**config.mk**
```make
export PLATFORM = sky130hd
export DESIGN_NAME = sram_like_arbiter
export DESIGN_NICKNAME = d
export VERILOG_FILES = /design/src/rtl/sram_like_arbiter.sv
export SDC_FILE = /design/constraint.sdc
export NUM_CORES = 1
export LEC_CHECK = 0
export CAP_MARGIN = 20
export CORE_AREA = 4 4 125 127
export CTS_CLUSTER_DIAMETER = 80
export DETAILED_ROUTE_END_ITERATION = 6
export DIE_AREA = 0 0 129 131
export GPL_ROUTABILITY_DRIVEN = 0
export PLACE_DENSITY = 0.57
export SLEW_MARGIN = 40
export SYNTH_ARGS = -nofsm -noshare
export SYNTH_HDL_FRONTEND = slang
export SYNTH_SLANG_ARGS = --single-unit
```
**constraint.sdc**
```tcl
create_clock -name clk -period 2.47 [get_ports clk]
set_input_delay 0.494 -clock clk [delete_from_list [all_inputs] [get_ports clk]]
set_output_delay 0.494 -clock clk [all_outputs]
set_load 0.01 [all_outputs]
```
**src/rtl/sram_like_arbiter.sv**
```systemverilog
// Shares one sram-like port between inst and data requesters, data side has fixed priority.
// Zero-cycle forwarding/response routing; stalls (mem_req=0) while OUTST_DEPTH transactions are outstanding.
module sram_like_arbiter #(
    parameter int OUTST_DEPTH = 4,
    parameter int CNT_W       = 3
) (
    input  logic              clk,
    input  logic              reset,
    input  logic              inst_req,
    input  logic              inst_wr,
    input  logic [1:0]        inst_size,
    input  logic [3:0]        inst_wstrb,
    input  logic [31:0]       inst_addr,
    input  logic [31:0]       inst_wdata,
    output logic              inst_addr_ok,
    output logic              inst_data_ok,
    output logic [31:0]       inst_rdata,
    input  logic              data_req,
    input  logic              data_wr,
    input  logic [1:0]        data_size,
    input  logic [3:0]        data_wstrb,
    input  logic [31:0]       data_addr,
    input  logic [31:0]       data_wdata,
    output logic              data_addr_ok,
    output logic              data_data_ok,
    output logic [31:0]       data_rdata,
    output logic              mem_req,
    output logic              mem_wr,
    output logic [1:0]        mem_size,
    output logic [3:0]        mem_wstrb,
    output logic [31:0]       mem_addr,
    output logic [31:0]       mem_wdata,
    input  logic              mem_addr_ok,
    input  logic              mem_data_ok,
    input  logic [31:0]       mem_rdata,
    output logic [CNT_W-1:0]  outst_cnt,
    output logic              err_spurious
);
    localparam int PTR_W = (OUTST_DEPTH > 1) ? $clog2(OUTST_DEPTH) : 1;

    typedef enum logic [1:0] {IDLE, LOCK_I, LOCK_D} state_t;

    state_t                 state, state_nxt;
    logic                   grant_data;
    logic                   sel_req;
    logic                   full, empty;
    logic                   push, pop;
    logic                   head_id;
    logic [OUTST_DEPTH-1:0] id_q;
    logic [PTR_W-1:0]       wr_ptr, rd_ptr;
    logic [CNT_W-1:0]       cnt;

    assign grant_data = (state == LOCK_D) || ((state == IDLE) && data_req);
    assign sel_req    = grant_data ? data_req : inst_req;
    assign full       = (cnt == CNT_W'(OUTST_DEPTH));
    assign empty      = (cnt == '0);
    assign push       = mem_req & mem_addr_ok;
    assign pop        = mem_data_ok & ~empty & ~reset;
    assign head_id    = id_q[rd_ptr];

    always_ff @(posedge clk or posedge reset) begin
        if (reset) begin
            state <= IDLE;
        end else begin
            state <= state_nxt;
        end
    end

    // An unaccepted offer locks the mux so the address stays stable until addr_ok.
    always_comb begin
        state_nxt = state;
        case (state)
            IDLE: begin
                if (mem_req && !mem_addr_ok) begin
                    state_nxt = grant_data ? LOCK_D : LOCK_I;
                end
            end
            LOCK_I, LOCK_D: begin
                if (!sel_req || push) begin
                    state_nxt = IDLE;
                end
            end
            default: state_nxt = IDLE;
        endcase
    end

    always_comb begin
        mem_req      = sel_req & ~full & ~reset;
        mem_wr       = grant_data ? data_wr    : inst_wr;
        mem_size     = grant_data ? data_size  : inst_size;
        mem_wstrb    = grant_data ? data_wstrb : inst_wstrb;
        mem_addr     = grant_data ? data_addr  : inst_addr;
        mem_wdata    = grant_data ? data_wdata : inst_wdata;
        inst_addr_ok = push & ~grant_data;
        data_addr_ok = push & grant_data;
        inst_data_ok = pop & ~head_id;
        data_data_ok = pop & head_id;
        inst_rdata   = mem_rdata;
        data_rdata   = mem_rdata;
    end

    // In-order ID FIFO: bit = 1 for data side, 0 for inst side.
    always_ff @(posedge clk or posedge reset) begin
        if (reset) begin
            id_q         <= '0;
            wr_ptr       <= '0;
            rd_ptr       <= '0;
            cnt          <= '0;
            err_spurious <= 1'b0;
        end else begin
            if (push) begin
                id_q[wr_ptr] <= grant_data;
                wr_ptr       <= wr_ptr + PTR_W'(1);
            end
            if (pop) begin
                rd_ptr <= rd_ptr + PTR_W'(1);
            end
            case ({push, pop})
                2'b10:   cnt <= cnt + CNT_W'(1);
                2'b01:   cnt <= cnt - CNT_W'(1);
                default: cnt <= cnt;
            endcase
            if (mem_data_ok && empty) begin
                err_spurious <= 1'b1;
            end
        end
    end

    assign outst_cnt = cnt;
endmodule

```
==> qor.csv <==
metric;value;unit
worst hold path class;reg -> reg;
Slew headroom;0.630;
CTS tree;done;
TritonCTS Sinks;14;
Yosys cell types;33;
EDFF count, synth;0;
status;finished clean;
DR pass1 iterations;4;
WS Path Type;in -> out;
site row count;44;
Core Footprint;0.0144;mm2
Fin Clk Skew;2.93;ps
max layer used;met4;
Fin. Hold Viols;0;
WL met1;3870;um
PortBufs;227;
Mapped Nets;560;
post-synth top area cell;nand2_1;
sequential fraction of the synthesis area;0.159;
Vias;2890;
Die W;129;um
Slew Viols, Final;0;
FF+latch count, synth;14;
GRT Residual Overflow;0;
Final period util;0.969;
Detail Route Antenna Nets;0;
Hold Path Stages;1;
GRT Total Usage;0.107;
Cell Area, Synth;0.00221;mm2
Synth Instances;372;
fmax;0.418;GHz
Root Driver;clkbuf_16;
WL final;10500;um
num ports;324;
CTS buffer count;3;
Starting Density;0.153;
PD cells;851;mW/mm2
post-synth top area share;0.372;
met2 WL;5020;um
area added between synthesis and finish;107;%
Max Root-Sink Buffers;2;
element type at the critical path end;output port;
global-route wire length before repair;14500;um
Clock transition at path regs;40;ps
max cap viols;0;
DRC Markers;0;
WP data arrival;1900;ps
diodes inserted;0;
Startpoint Class;input pin;
top_reg_cell synth;dfrtp_1;
critical path fanouts, max;3;
Non-Filler Instances;733;
Final Setup Violations;0;
CTS H-tree lvls;1;
initial antenna violation count;0;
FF-to-FF path depth;10;
Setup WS post-layout;76.3;ps
initial DRC count;110;
vias in the first global route;2976;
share of cells above drive strength 1;0.118;
largest net degree at the start of global routing;32;
dpl hpwl;8200;um
Data required, critical path;1980;ps
Area contributors post-synth;nand2_1, buf_4, dfrtp_1;
Synth warnings;0;
IR drop worst, VDD;0.000303;V
Async S/R FF share, synth;1.00;
syn avg cell area;5.94;um2
WL/cell;14.4;um
Period minus WS final;2390;ps
Placed Cells incl. Taps;721;
Post-CTS Hold Buffers;0;
die span in y;131;um
RSZ-0062 raised after global routing;true;
Place WS;-309;ps
die area;0.0169;mm2
via/cell ratio;3.94;
Nets;739;
DR WL met3;1490;um
Clk Latency, worst-skew pair;240;ps
measured slew at the worst slew-check pin;555;ps
leakage power;2.39;nW
## where the power goes
| part | switching (W) | internal, W |
|---|---|---|
| Clock | 0.0000834 | 0.000211 |
| Combinational | 0.00152 | 0.00166 |
| Sequential | 0.0000790 | 0.000346 |
## critical path, cell delays in order
cell and delay [ps]:
clkdlybuf4s50_1 470, nor3b_2 210, nor2b_1 160, clkdlybuf4s50_1 560
## final cells by class
cell class	instances	area (um2)
timing repair buffer	255	2590
inverter	11	41.3
clock buffer	3	75.1
multi-input combinational	266	1290
tap	184	230
fill	1549	9840
sequential	14	350
## repair_timing
| item | in CTS | in global routing |
|---|---|---|
| resized for setup | 67 | 84 |
| cloned | 3 | 1 |
| pin swaps | 1 | 2 |
| buffers inserted | 4 | 1 |
| endpoints found under the setup margin | 76 | 70 |
## cell usage in the layout, fill, tap and decap left out, types with 2 or more instances in the layout
cell type and count:
buf_4 17, a31oi_1 4, nor3b_2 2, a21oi_2 2
buf_12 5, ha_2 2, nor2_1 3, a21oi_1 3
clkbuf_16 4, clkdlybuf4s15_1 28, dlygate4sd2_1 9, inv_1 10
dfrtp_1 14, nand2_1 219, xor2_1 3, dlymetal6s2s_1 21
buf_16 2, ha_1 5, clkdlybuf4s50_1 151, mux2i_1 3
xnor2_1 3, clkbuf_2 18
## stage by stage
step / hold WS [ps] / TNS, ps / total power [W] / utilization / area [um2]
after floorplan: 383 / 0 / 0.00191 / - / 2210
after global placement: 449 / -17960 / 0.00345 / 0.301 / 4350
after detailed placement: 451 / -19810 / 0.00350 / 0.301 / 4350
after CTS: 464 / -3230 / 0.00391 / 0.314 / 4520
after global routing: 476 / -35.0 / 0.00423 / 0.317 / 4580
final: 459 / 0 / 0.00390 / 0.317 / 4580
## logic make-up after synthesis
family,synth area share
AND/OR/NAND/NOR,0.401
flip-flops,0.159
multiplexers,0.0289
adder cells (fa/ha/maj),0.0487
XOR/XNOR,0.0238
buffers and inverters,0.271
AO/OA/AOI/OAI,0.0680
## cell usage after synthesis, types with 2 or more instances
cell,number
ha_1,7
mux2i_1,3
inv_1,11
a21oi_2,2
dfrtp_1,14
xnor2_1,3
buf_2,5
buf_1,5
nor3b_1,2
nor2_1,3
clkbuf_1,6
a31oi_1,4
xor2_1,3
buf_4,64
nand2_1,219
a21oi_1,4
## worst paths after layout
| check | from | end | slack, ps |
|---|---|---|---|
| hold reg to reg | err_spurious | err_spurious | 460 |
| hold / removal | err_spurious | err_spurious | 460 |
| setup / recovery | mem_data_ok | inst_data_ok | 80 |
| setup reg to reg | state[0] | outst_cnt[1] | 130 |
| min in group asynchronous | reset | rd_ptr[1] | 710 |
| max in group asynchronous | reset | id_q[2] | 1390 |
## registers in the layout, summed over array words and instances, names as in the netlist
signal and cells:
err_spurious 1, outst_cnt 3, wr_ptr 2, rd_ptr 2
id_q 4, state 2
## routing by layer
layer | GRT usage | vias up
li1 | - | 1426
met4 | 0.0266 | 0
met1 | 0.114 | 1261
met3 | 0.0545 | 16
met2 | 0.188 | 187
met5 | 0 | -
Power figures use the tool's default switching activity.
